**src/rtl/fetchflare_stride_engine.sv**
```systemverilog
// Strided prefetch request generator: issues nreq addresses base + i*stride,
// bounds outstanding requests to MAX_INFLIGHT and waits for all responses.
module fetchflare_stride_engine #(
  parameter int unsigned ADDR_WIDTH   = 64,
  parameter int unsigned CNT_WIDTH    = 16,
  parameter int unsigned TID_WIDTH    = 6,
  parameter int unsigned ENGINE_ID    = 0,
  parameter int unsigned MAX_INFLIGHT = 4
) (
  input  logic                  clk_i,
  input  logic                  rst_ni,
  input  logic                  cfg_valid_i,
  output logic                  cfg_ready_o,
  input  logic [ADDR_WIDTH-1:0] cfg_base_i,
  input  logic [ADDR_WIDTH-1:0] cfg_stride_i,
  input  logic [CNT_WIDTH-1:0]  cfg_nreq_i,
  input  logic                  abort_i,
  output logic                  busy_o,
  output logic                  done_o,
  output logic                  error_o,
  output logic                  req_valid_o,
  input  logic                  req_ready_i,
  output logic [ADDR_WIDTH-1:0] req_addr_o,
  output logic [TID_WIDTH-1:0]  req_tid_o,
  input  logic                  rsp_valid_i,
  input  logic [TID_WIDTH-1:0]  rsp_tid_i,
  input  logic                  rsp_error_i
);

  localparam int unsigned          IW     = $clog2(MAX_INFLIGHT + 1);
  localparam logic [IW-1:0]        MAX_IF = IW'(MAX_INFLIGHT);
  localparam logic [TID_WIDTH-1:0] OWN_ID = TID_WIDTH'(ENGINE_ID);

  typedef enum logic [1:0] {IDLE, ISSUE, DRAIN} state_e;

  state_e                state_q, state_d;
  logic [ADDR_WIDTH-1:0] addr_q, addr_d;
  logic [ADDR_WIDTH-1:0] stride_q, stride_d;
  logic [CNT_WIDTH-1:0]  remaining_q, remaining_d;
  logic [IW-1:0]         inflight_q, inflight_d;
  logic                  done_q, done_d;
  logic                  error_q, error_d;
  logic                  cfg_hs, req_hs, rsp_acc;

  assign cfg_ready_o = (state_q == IDLE);
  assign busy_o      = (state_q != IDLE);
  assign done_o      = done_q;
  assign error_o     = error_q;
  // inflight only grows on a handshake, so valid stays stable until accepted
  assign req_valid_o = (state_q == ISSUE) && (inflight_q < MAX_IF);
  assign req_addr_o  = addr_q;
  assign req_tid_o   = OWN_ID;

  assign cfg_hs  = cfg_valid_i && cfg_ready_o;
  assign req_hs  = req_valid_o && req_ready_i;
  assign rsp_acc = rsp_valid_i && (rsp_tid_i == OWN_ID) && (inflight_q != '0);

  always_comb begin
    state_d     = state_q;
    addr_d      = addr_q;
    stride_d    = stride_q;
    remaining_d = remaining_q;
    inflight_d  = inflight_q;
    done_d      = 1'b0;
    error_d     = error_q;

    if (req_hs && !rsp_acc) begin
      inflight_d = inflight_q + IW'(1);
    end else if (!req_hs && rsp_acc) begin
      inflight_d = inflight_q - IW'(1);
    end

    if (rsp_acc && rsp_error_i) begin
      error_d = 1'b1;
    end

    unique case (state_q)
      IDLE: begin
        if (cfg_hs) begin
          error_d = 1'b0;
          if (cfg_nreq_i == '0) begin
            done_d = 1'b1;
          end else begin
            addr_d      = cfg_base_i;
            stride_d    = cfg_stride_i;
            remaining_d = cfg_nreq_i;
            state_d     = ISSUE;
          end
        end
      end
      ISSUE: begin
        if (req_hs) begin
          addr_d      = addr_q + stride_q;
          remaining_d = remaining_q - CNT_WIDTH'(1);
        end
        if (req_hs && (remaining_q == CNT_WIDTH'(1))) begin
          state_d = DRAIN;
        end else if (abort_i) begin
          remaining_d = '0;
          state_d     = DRAIN;
        end
      end
      DRAIN: begin
        if (inflight_d == '0) begin
          state_d = IDLE;
          done_d  = 1'b1;
        end
      end
      default: state_d = IDLE;
    endcase
  end

  always_ff @(posedge clk_i or negedge rst_ni) begin
    if (!rst_ni) begin
      state_q     <= IDLE;
      addr_q      <= '0;
      stride_q    <= '0;
      remaining_q <= '0;
      inflight_q  <= '0;
      done_q      <= 1'b0;
      error_q     <= 1'b0;
    end else begin
      state_q     <= state_d;
      addr_q      <= addr_d;
      stride_q    <= stride_d;
      remaining_q <= remaining_d;
      inflight_q  <= inflight_d;
      done_q      <= done_d;
      error_q     <= error_d;
    end
  end

endmodule

```
**config.mk**
```make
export PLATFORM = sky130hd
export DESIGN_NAME = fetchflare_stride_engine
export DESIGN_NICKNAME = d
export VERILOG_FILES = /design/src/rtl/fetchflare_stride_engine.sv
export SDC_FILE = /design/constraint.sdc
export NUM_CORES = 1
export LEC_CHECK = 0
export CAP_MARGIN = 20
export CORE_MARGIN = 5
export CORE_UTILIZATION = 42
export CTS_BUF_LIST = sky130_fd_sc_hd__clkbuf_16
export CTS_CLUSTER_SIZE = 12
export DETAILED_ROUTE_END_ITERATION = 8
export PLACE_DENSITY = 0.77
export SKIP_LAST_GASP = 1
export SLEW_MARGIN = 20
export SYNTH_ARGS = -nofsm -noshare
export SYNTH_HDL_FRONTEND = slang
export SYNTH_SLANG_ARGS = --single-unit
```
**constraint.sdc**
```tcl
create_clock -name clk_i -period 4.6 [get_ports clk_i]
set_clock_uncertainty 0.05 [all_clocks]
set_input_delay 0.92 -clock clk_i [delete_from_list [all_inputs] [get_ports clk_i]]
set_output_delay 0.92 -clock clk_i [all_outputs]
set_load 0.005 [all_outputs]
```
==> out/summary.md, run 1 <==
The flow ran to the end, and the final reports show no timing, DRC or antenna violations. For the count of pins on the block boundary, the log shows 232. Terminating pin of the worst hold path: stride_q[19]$_DFFE_PN0P_.

The average instance area after synthesis is 7.80 um^2, and the global-route wire length before repair is 51400 um. The most used flip-flop cell after synthesis is sky130_fd_sc_hd__dfrtp_1. The top fanout value on the critical path was 3; the starting utilization of the core area was 42.7%.

The leakage power came out at 6.13 nW. The library cells used most frequently in the layout, excluding fill and tap cells, are sky130_fd_sc_hd__nand2_1, sky130_fd_sc_hd__clkdlybuf4s50_1, sky130_fd_sc_hd__a21oi_1, sky130_fd_sc_hd__dfrtp_1. The via count of the first global-routing pass came out at 10000. For the final-layout fill cell count, the log shows 2225. The worst hold-check path type is reg2reg. Setup violations remaining at the end of the flow were counted as 0.

The maximum number of pins on one net before global-route repair came out at 90. The critical path class is reg2reg. The clock transition time at the flip-flop clock pins of the worst setup and hold paths was 70 ps. The worst hold path was traced through 2 stages. Setup slack on the worst reg-to-reg path comes out at 860 ps. The synthesized instance count was 1330; the worst IR drop on VDD was 0.717 mV. Summing every instance area after synthesis gives 10400 um^2. Counting flops and latches in the post-synthesis netlist gives 151. On the worst path, the slowest cell contributes a delay of 450 ps. On the critical path the largest part of the delay comes from compound AO/OA/AOI/OAI gates. The tree is rooted in a sky130_fd_sc_hd__clkbuf_16. The total global-route track usage is 22.2%.

The logs give 430 ps for the clock latency on the worst-skew pair and 0 for the remaining number of nets flagged by the antenna check after routing. For this design the ratio of total power to cell area is 854 nW/um^2. The mean routed wirelength per cell is 17.4 um. The worst setup path is captured at a flop.

The width of the die came out at 167 um. Once the clock tree was built, the resizer swapped 0 gates to a different size. Cells with a size suffix above 1 make up 3.87% of the layout. The data arrival time of the critical path is 4040 ps, and the number of antenna violations at the first check in global routing is 0. In this run, the number of DRC markers left after iteration 0 of detailed routing was 778. The tools report the count of non-filler cells in the finished layout as 1850. Walking the worst path, the cells encountered are ha_1 -> fa_1 -> a211oi_1 -> o211ai_1 -> a21o_1 -> a21o_1 -> a21oi_1 -> o211ai_1 -> a41o_1 -> a22oi_1 -> mux2_2 -> a21oi_1.

In this run, placement finished with an instance count of 1818. The worst setup path is launched from a flop. sky130_fd_sc_hd__dfrtp_1 takes more of the synthesized area than any other cell.

The final weighted congestion in routability-driven placement is 0.929, and the number of hold violations in the final report is 0. The average vias per placed instance came out at 5.62. The number of antenna diodes in the final layout is 0. For the count of standard-cell rows, the log shows 57. Buffers placed on the I/O ports in this run total 225.

The netlist uses 65 different library cells. The tools report the final-report max-slew violation count as 0. TritonCTS built the clock tree.

The required time of the worst setup path is 4900 ps, and the slew at the pin with the worst max-slew slack is 994 ps. The standard cell core area is 24300 um^2. The share of synthesized area in the top cell type comes to 36.4%. The remaining global-route overflow is 0. The run gives 24100 um as the detailed-placement wirelength estimate. By area the synthesized netlist is led by sky130_fd_sc_hd__dfrtp_1, sky130_fd_sc_hd__nand2_1, sky130_fd_sc_hd__ha_1. For the DRC violations left, the log shows 0. The number of setup buffers added after CTS is 0. Counting cells, the worst reg-to-reg path comes to 12.

The routed design has 32300 um of wire. In the final design database the tool counted 1740 nets. Timing would allow up to 267 MHz.

The Yosys step of the flow raised 0 warnings. Across the run, the number of max-cap violations was 0. The final cycle utilization of the critical path was 81.3%; the relative max-transition margin was 33.7%. From synthesis to final layout, the design area changed by 30.0%. The number of sinks driven by the clock tree came out at 151. On the critical path, the stage with the largest delay is an instance of sky130_fd_sc_hd__fa_1. The library cell used most frequently in the layout, excluding fill and tap cells, is sky130_fd_sc_hd__nand2_1. The run gives 2 as the maximum count of clock buffers along a single path. The number of buffers and inverters on the critical path was 0; the share of synthesized area occupied by flip-flops and latches was 36.4%. Across all hold checks on the routed design, the worst slack comes to 428 ps. TritonCTS created 17 clock buffers. Setup repair after global routing left no endpoint under its margin.

The die area is 27900 um^2, and the async set or reset register ratio after synthesis is 100%. The run gives 6 as the number of optimization iterations in the first detailed-route pass. Measured along the y axis, the die boundary spans 167 um.

In this run, post-CTS hold repair placed 0 buffers. The tools report the startpoint of the tightest hold check path as stride_q[19]$_DFFE_PN0P_. The worst register-to-register path begins at req_addr_o[0]$_DFFE_PN0P_. The synthesized design contains 0 enable-type register cells. The worst path in the final design needs a cycle of 3740 ps, including I/O delays and setup. Setup total negative slack on the finished layout was measured at 0 ps. Across all layers, the routed design uses 10400 vias. Worst flop-to-flop path endpoint: req_addr_o[60]$_DFFE_PN0P_. Once layout is complete, the utilization of the core stands at 55.5%.

The H-tree was split into 4 levels.
==> synth_stat cells, types with 2 or more instances <==
cell	number
sky130_fd_sc_hd__nor2_1	93
sky130_fd_sc_hd__nor3_1	20
sky130_fd_sc_hd__o211ai_1	10
sky130_fd_sc_hd__a211oi_1	7
sky130_fd_sc_hd__a21o_1	50
sky130_fd_sc_hd__xor2_1	21
sky130_fd_sc_hd__a31o_2	2
sky130_fd_sc_hd__or2_2	2
sky130_fd_sc_hd__a221oi_1	2
sky130_fd_sc_hd__nor4_1	12
sky130_fd_sc_hd__and3_1	19
sky130_fd_sc_hd__buf_1	13
sky130_fd_sc_hd__a221o_1	2
sky130_fd_sc_hd__or3_1	3
sky130_fd_sc_hd__nor3b_1	2
sky130_fd_sc_hd__o21a_1	6
sky130_fd_sc_hd__dfrtp_1	151
sky130_fd_sc_hd__nand3_1	20
sky130_fd_sc_hd__o21ai_1	8
sky130_fd_sc_hd__ha_1	68
sky130_fd_sc_hd__a21oi_1	154
sky130_fd_sc_hd__mux2i_1	4
sky130_fd_sc_hd__a21boi_0	4
sky130_fd_sc_hd__a211o_1	2
sky130_fd_sc_hd__nand2_1	315
sky130_fd_sc_hd__a32oi_1	6
sky130_fd_sc_hd__xnor2_1	34
sky130_fd_sc_hd__o21bai_1	9
sky130_fd_sc_hd__o21ai_0	92
sky130_fd_sc_hd__a31oi_1	21
sky130_fd_sc_hd__o31ai_1	5
sky130_fd_sc_hd__a22oi_1	13
sky130_fd_sc_hd__o22ai_1	5
sky130_fd_sc_hd__and2_1	7
sky130_fd_sc_hd__nand4_1	22
sky130_fd_sc_hd__inv_1	25
sky130_fd_sc_hd__nor2b_1	6
sky130_fd_sc_hd__buf_4	6
sky130_fd_sc_hd__clkbuf_1	60
sky130_fd_sc_hd__nand2b_1	4
==> how the worst max path moves through the flow <==
stage,to,depth (start not counted),start,slack [ps]
finish,req_addr_o[60]$_DFFE_PN0P_,12,req_addr_o[0]$_DFFE_PN0P_,860
floorplan,req_addr_o[60]$_DFFE_PN0P_,12,req_addr_o[0]$_DFFE_PN0P_,1350
CTS,req_addr_o[60]$_DFFE_PN0P_,12,req_addr_o[0]$_DFFE_PN0P_,830
detailed placement,req_addr_o[60]$_DFFE_PN0P_,12,req_addr_o[0]$_DFFE_PN0P_,870
global route,req_addr_o[60]$_DFFE_PN0P_,12,req_addr_o[0]$_DFFE_PN0P_,700
global placement,req_addr_o[60]$_DFFE_PN0P_,12,req_addr_o[0]$_DFFE_PN0P_,970
==> worst register-to-register path, delay by kind of cell (launching register included) <==
kind	cells	cell delay (ps)
flops	1	410
fa+ha+maj	2	690
compound gates	9	2150
mux	1	360
==> cell families after synthesis <==
logic type,Yosys count,share of synthesized area [%]
buffers and inverters,105,4.02
muxes,5,0.495
and+or+nand+nor,531,21.9
other,1,0.0362
AOI/OAI and AO/OA,413,24.1
adders and majority gates,69,8.40
DFF,151,36.4
xor gates and xnor gates,55,4.64
==> sequential cells by signal (all words and copies together) (netlist names) <==
signal,flops
remaining_q,16
error_o,1
req_addr_o,64
stride_q,64
done_o,1
inflight_q,3
state_q,2
==> layer usage <==
metal  track usage (%)  vias to the layer above  share of wire (%)
met5                 0                        -                  0
met4              6.56                        0                2.3
met3              5.63                       54                7.7
met2              36.3                      395                 47
met1              29.4                     4899                 43
li1                  -                     5041                  -
==> metrics by stage <==
step           power, W  cell area (um^2)  setup WS [ps]
6_report         0.0115             13500            860
5_1_grt          0.0125             13500            703
4_1_cts          0.0115             13500            830
3_5_place_dp    0.00998             12900            866
3_3_place_gp    0.00982             12900            970
2_1_floorplan   0.00766             10400           1350
==> power breakdown <==
| group | total [W] | leakage, nW | switching, W | internal [W] |
|---|---|---|---|---|
| Sequential | 0.00255 | 1.84 | 0.000562 | 0.00199 |
| Combinational | 0.00753 | 4.01 | 0.00432 | 0.00322 |
| Clock | 0.00144 | 0.279 | 0.000598 | 0.000845 |
| Total | 0.0115 | 6.13 | 0.00548 | 0.00605 |
==> final cells by class <==
| type | count | area, um^2 | area share (%) |
|---|---|---|---|
| clock inverter | 14 | 156 | 1.16 |
| sequential | 151 | 3780 | 28.0 |
| clock buffer | 17 | 425 | 3.15 |
| timing repair buffer | 239 | 2390 | 17.7 |
| multi-input combinational | 1079 | 6230 | 46.2 |
| tap | 324 | 405 | 3.01 |
| inverter | 26 | 97.6 | 0.723 |
(Power assumes the default switching activity.)
==> run 2: changes to the inputs <==
- clock period: 4.6 -> 3.6 ns (I/O delays scaled with it)
==> run 2 against run 1 <==
  * Combinational power rose by 31%
  * Die area did not move
  * Sequential cell count did not move
  * Count of clock-buffer cells in the layout did not move
  * Sequential share of layout area fell by 0.29 points
  * First-iteration DRC count rose by 9.5%
  * Critical endpoint unchanged
==> out/summary.md, run 2 (synthesis gave the netlist of run 1 again) <==
On the critical path, the stage with the largest delay is an instance of sky130_fd_sc_hd__fa_1. The logs give 0 for the number of antenna violations at the first check in global routing and 4 for the number of levels in the clock H-tree. The final cycle utilization of the critical path was 95.9%; the maximum count of clock buffers along a single path was 2.

For the number of nets in the finished design, the log shows 1753. The number of buffers and inverters on the critical path is 0. The path class of the tightest hold or removal check is in2async. At the worst endpoint, the required time is 3900 ps. IR analysis of the VDD net gives a maximum drop of 0.783 mV. The remaining global-route overflow is 0.

The run gives 32400 um as the total detailed-routing wirelength. Entering global routing, the biggest net connects 90 pins. The slew at the pin with the worst max-slew slack works out to 1060 ps. The analysis attributes to cell leakage a power of 6.22 nW. In the final routed layout, each cell accounts on average for 17.4 um. The first global-routing pass estimated 52100 um of wire. Input and output buffers added on the ports amount to 225.

The logs give 852 for the DRC marker count from the first detailed-route iteration and 1828 for the count of placed standard cells including taps. The run gives 27900 um^2 as the die area. The count of cells in the finished layout, fillers not included, comes to 1864.

The run gives 290 MHz as the timing-limited maximum frequency. The critical path class is reg2reg. The count of nets left with antenna violations once routing finished came out at 0. After layout, the design draws a total of 0.0150 W.

In the global route stage, overall resource usage came out at 22.3%. Traced cell by cell, the critical path runs through ha_1 -> fa_1 -> a211oi_2 -> o211ai_1 -> a21o_1 -> a21o_1 -> a21oi_4 -> o211ai_1 -> a41o_1 -> a22oi_1 -> mux2_2 -> a21oi_1. The relative max-transition margin is 28.6%.

Critical path's largest stage delay: 410 ps. The most common cell after layout, fill and taps aside is sky130_fd_sc_hd__nand2_1. The top fanout value on the critical path works out to 3. The tools report the kind of end point of the critical path as a flop. The first detailed-routing pass took 6 iterations. The minimum period implied by the final worst setup slack was 3450 ps; the count of pins on the block boundary was 232. At the later pin of the worst-skew pair, clock insertion delay measures 430 ps. The via count of the first global-routing pass was 10300; the total via count after detailed routing was 10600. The ratio of total power to cell area is 1100 nW/um^2, and the height of the die is 167 um.

The tools report the standard cell core area as 24300 um^2. The count of max-cap constraint violations came out at 0. Before CTS, the worst setup slack after placement is -25.6 ps. From synthesis to final layout, the design area changed by 31.4%. The initial utilization of the core area, before any placement, comes to 42.7%. Routability-driven placement finished with a final weighted congestion of 0.926. Data on the critical path arrives at its endpoint at 3750 ps. The tools report the number of hold violations in the final report as 0. The category of the worst setup path launch point was a flop.

Setup violations remaining at the end of the flow were counted as 0. Width of the die: 167 um. The run finished with clean final reports. The number of antenna diodes in the final layout is 0. The top cell types in the final layout, fill and taps aside, are sky130_fd_sc_hd__nand2_1, sky130_fd_sc_hd__clkdlybuf4s50_1, sky130_fd_sc_hd__a21oi_1, sky130_fd_sc_hd__dfrtp_1. Kind of cell with the highest combined delay on the critical path: compound AO/OA/AOI/OAI gates. The post-route netlist has 4.94% of its cells at a drive strength greater than 1. For this design, the CTS-stage hold fixing added 0 buffers. The smallest setup slack after layout came out at 148 ps. Once layout is complete, the utilization of the core stands at 56.0%. After floorplanning, the core was divided into 57 placement rows. Average vias per placed instance: 5.66. The detailed-placement wirelength estimate came out at 24000 um. In this run the clock root is driven by a sky130_fd_sc_hd__clkbuf_16.

The final-report max-slew violation count was 0. After detailed routing, the number of remaining DRC violations is 0. The clock transition time at the flip-flop clock pins of the worst setup and hold paths is 70 ps. Counting the fill cells in the layout gives 2231.

The number of sinks driven by the clock tree is 151. The run gives 17 as the number of buffers added by the clock tree synthesis step. TritonCTS built the clock tree.
[run 2: cell count changes in the layout (fill, tap and decap cells not counted), sizes merged]
cell,previous run,this run
inv,27,30
buf,15,28
clkinv,8,6
[run 2: cell type report]
class	instances	area, um^2	area share (%)
clock inverter	15	176	1.29
multi-input combinational	1079	6250	45.9
timing repair buffer	252	2490	18.3
inverter	26	97.6	0.716
sequential	151	3780	27.7
tap	324	405	2.97
clock buffer	17	425	3.12
[run 2: worst register-to-register path: cells and delay by family, from the launching register on]
family / cells / cell delay, ps
flip-flops: 1 / 390
multiplexers: 1 / 350
AO/OA/AOI/OAI: 9 / 1940
adder cells (fa/ha/maj): 2 / 650
[run 2: repair_timing]
item | 4_1_cts | 5_1_grt
resized for setup | 1 | 2
setup buffers | 0 | 4
setup endpoints to repair | 1 | 2
pin swaps | 0 | 4
[run 2: worst paths after layout]
check / start / to / slack, ps / cells past startpoint
setup / recovery: req_addr_o[0]$_DFFE_PN0P_ / req_addr_o[60]$_DFFE_PN0P_ / 150 / 12
hold / removal: rst_ni / req_addr_o[57]$_DFFE_PN0P_ / 280 / 1
setup reg to reg: req_addr_o[0]$_DFFE_PN0P_ / req_addr_o[60]$_DFFE_PN0P_ / 150 / 12
hold reg to reg: stride_q[61]$_DFFE_PN0P_ / stride_q[61]$_DFFE_PN0P_ / 430 / 2
max in group asynchronous: rst_ni / req_addr_o[19]$_DFFE_PN0P_ / 2310 / 2
min in group clk_i: stride_q[61]$_DFFE_PN0P_ / stride_q[61]$_DFFE_PN0P_ / 430 / 2
[run 2: per-stage QoR]
stage / area, um^2 / setup TNS, ps / hold slack (ps)
3_5_place_dp: 13000 / -25.6 / 421
6_report: 13600 / 0 / 276
3_3_place_gp: 13000 / 0 / 416
2_1_floorplan: 10400 / 0 / 374
5_1_grt: 13600 / -36.7 / 326
4_1_cts: 13600 / 0 / 291
[run 2: per-layer routing]
metal	wire (um)	vias up	track usage [%]
met3	2600	49	5.56
met1	13900	5024	29.0
li1	-	5074	-
met4	576	0	5.89
met5	0	-	0
met2	15400	409	37.5
[run 2: where the power goes]
group          switching (W)  leakage (nW)  internal [W]  total (W)
clock               0.000781         0.292       0.00110    0.00188
combinational        0.00564          4.08       0.00424    0.00988
sequential          0.000699          1.84       0.00254    0.00324
total                0.00712          6.22       0.00788     0.0150
==> run 3: changes to the inputs <==
- CORE_UTILIZATION: 42 -> 45
- PLACE_DENSITY: 0.77 -> unset
- PLACE_DENSITY_LB_ADDON: unset -> 0.12
- SLEW_MARGIN: 20 -> unset
==> run 3 against run 2 <==
  * Core utilization rose by 3.5 points
  * Critical path type unchanged
  * Worst setup slack improved by 31 ps
  * Non-clock buffer count down 1
  * Largest power group unchanged
  * Routed wire length about the same
==> out/summary.md, run 3 (synthesis gave the netlist of run 1 again) <==
Headroom to the max-slew limit came out at 33.4%. The first global-routing pass estimated 51800 um of wire. Total via count after detailed routing: 10300.

STA classifies the critical path startpoint as a flop. For this block, the initial DRC count from the detailed router was 575. Ratio of total power to cell area: 1090 nW/um^2.

The number of antenna diodes in the final layout is 0. The count of pins on the block boundary is 232, and the number of sinks driven by the clock tree is 151. The clock transition time at the flip-flop clock pins of the worst setup and hold paths works out to 70 ps. Critical path class: reg2reg. The tools report the number of optimization iterations in the first detailed-route pass as 5. The height of the die was 162 um; the quantity of I/O buffers inserted on ports was 225.

The via count of the first global-routing pass is 10200. The number of antenna violations at the first check in global routing came out at 0. The number of hold violations in the final report came out at 0.

Dividing the final minimum period by the clock period gives 95.0%. Detailed placement ended at an HPWL of 24000 um. For this block, the routed nets add up to 32400 um of wire. Clock latency on the worst-skew pair, taken at its later pin, is 430 ps. TritonCTS built the clock tree. The largest single stage delay on the critical path is 400 ps.

Across all hold checks on the routed design, the worst slack comes to 225 ps. The number of levels in the clock H-tree is 4. Setup violations remaining at the end of the flow were counted as 0. The tools report the count of standard-cell rows as 55. The analysis attributes to cell leakage a power of 6.17 nW. Of all nets on the critical path, the largest fanout is 3.

The floorplan step set the die width to 162 um. The logs give 3900 ps for the required time of the worst setup path and 0 for the DRC violations left. STA puts the critical path data arrival time at 3720 ps. Cells fill 59.5% of the core in the end. For this configuration, the core starts out at a cell density of 45.8%. The tools report the worst setup path startpoint as req_addr_o[0]$_DFFE_PN0P_.

Entering global routing, the biggest net connects 90 pins. After the last flow step, the layout net total stands at 1752. In the final routed layout, each cell accounts on average for 17.8 um.

The number of clock buffers added by TritonCTS is 17. Source of the worst register-to-register timing path: req_addr_o[0]$_DFFE_PN0P_. Leaving out fill and tap cells, the most frequent cell in the layout is sky130_fd_sc_hd__nand2_1.

The worst setup path is captured at a flop. The maximum count of clock buffers along a single path was 2. Cells with a size suffix above 1 make up 4.87% of the layout. The min-delay analysis places its worst path in the category in2async. For this run, the top clock speed supported by timing is 292 MHz. Remaining number of nets flagged by the antenna check after routing: 0. The slowest cell on the critical path was sky130_fd_sc_hd__dfrtp_1.

After floorplanning, the core was sized to cover 22600 um^2. Compared with the post-synthesis result, the final layout area differs by 30.0%. Across the VDD grid, the largest voltage drop is 0.395 mV. The flow ran to the end, and the final reports show no timing, DRC or antenna violations. The tools report the final-report max-slew violation count as 0. At the end of routability-driven placement, the weighted congestion stood at 0.910.

Summed over all layers, the global routing overflow is 0. The die area is 26200 um^2, and the slew at the pin with the worst max-slew slack is 997 ps. The total global-route track usage is 24.2%. The CTS root buffer is sky130_fd_sc_hd__clkbuf_16. The signal on the critical path passes through ha_1 -> fa_2 -> a211oi_2 -> o211ai_1 -> a21o_1 -> a21o_1 -> a21oi_2 -> o211ai_1 -> a41o_1 -> a22oi_1 -> mux2_2 -> a21oi_1. Dividing the detail-routed via count by the number of cells gives 5.62. The clock period could shrink to 3420 ps. The tool flagged a number of max-cap violations equal to 0. Setup repair after global routing left no endpoint under its margin. The library cells used most frequently in the layout, excluding fill and tap cells, are sky130_fd_sc_hd__nand2_1, sky130_fd_sc_hd__clkdlybuf4s50_1, sky130_fd_sc_hd__a21oi_1, sky130_fd_sc_hd__dfrtp_1.
[run 3: cell types whose count changed in the layout (fill, tap and decap cells not counted)]
cell and delta:
sky130_fd_sc_hd__inv_1 +2, sky130_fd_sc_hd__clkinv_2 +3, sky130_fd_sc_hd__clkinv_4 -2, sky130_fd_sc_hd__a21oi_2 +1, sky130_fd_sc_hd__clkinv_1 -1, sky130_fd_sc_hd__a21oi_4 -1, sky130_fd_sc_hd__clkinvlp_4 +3, sky130_fd_sc_hd__fa_1 -1
sky130_fd_sc_hd__fa_2 +1, sky130_fd_sc_hd__bufinv_16 -3, sky130_fd_sc_hd__inv_8 -1, sky130_fd_sc_hd__inv_6 -1, sky130_fd_sc_hd__buf_4 -1
[run 3: repair_timing]
item	in CTS	in global routing
setup endpoints to repair	1	2
gates resized for setup	1	2
setup buffers	0	4
hold buffers	0	0
pin swaps	0	5
[run 3: layout make-up]
cell class | instances | area, um^2
Fill cell | 2052 | 9160
Multi-Input combinational cell | 1079 | 6250
Sequential cell | 151 | 3780
Timing Repair Buffer | 251 | 2490
Clock buffer | 17 | 425
Tap cell | 285 | 357
Inverter | 26 | 97.6
Clock inverter | 15 | 90.1
[run 3: power breakdown]
group	switching (W)	internal, W
Clock	0.000756	0.000868
Sequential	0.000689	0.00254
Combinational	0.00558	0.00423
Total	0.00703	0.00764
[run 3: worst paths after layout]
check	end	slack (ps)	cells past startpoint
min in group clk_i	stride_q[61]$_DFFE_PN0P_	430	2
max in group asynchronous	req_addr_o[3]$_DFFE_PN0P_	2410	2
min reg2reg	stride_q[61]$_DFFE_PN0P_	430	2
max reg2reg	req_addr_o[60]$_DFFE_PN0P_	180	12
max	req_addr_o[60]$_DFFE_PN0P_	180	12
min	req_addr_o[18]$_DFFE_PN0P_	220	1
[run 3: per-layer routing]
layer / track usage, % / vias to the layer above / part of all wire [%]
li1: - / 5070 / -
met2: 39.4 / 305 / 46
met4: 6.46 / 0 / 2.1
met3: 6.75 / 49 / 7.1
met5: 0 / - / 0
met1: 31.9 / 4832 / 44
[run 3: metrics by stage]
step	area [um^2]	instances	setup WS (ps)	power, W	TNS (ps)
2_1_floorplan	10400	1335	350	0.00979	0
3_3_place_gp	12900	1788	43.5	0.0127	0
3_5_place_dp	12900	1788	-11.6	0.0129	-11.6
4_1_cts	13400	1820	23.5	0.0146	0
5_1_grt	13500	1824	4.51	0.0160	0
6_report	13500	1824	180	0.0147	0
[run 3: critical path, delay by kind of cell (launching register included)]
kind	cells	cell delay, ps
adder cells (fa/ha/maj)	2	630
AO/OA/AOI/OAI	9	1920
flip-flops	1	400
multiplexers	1	350
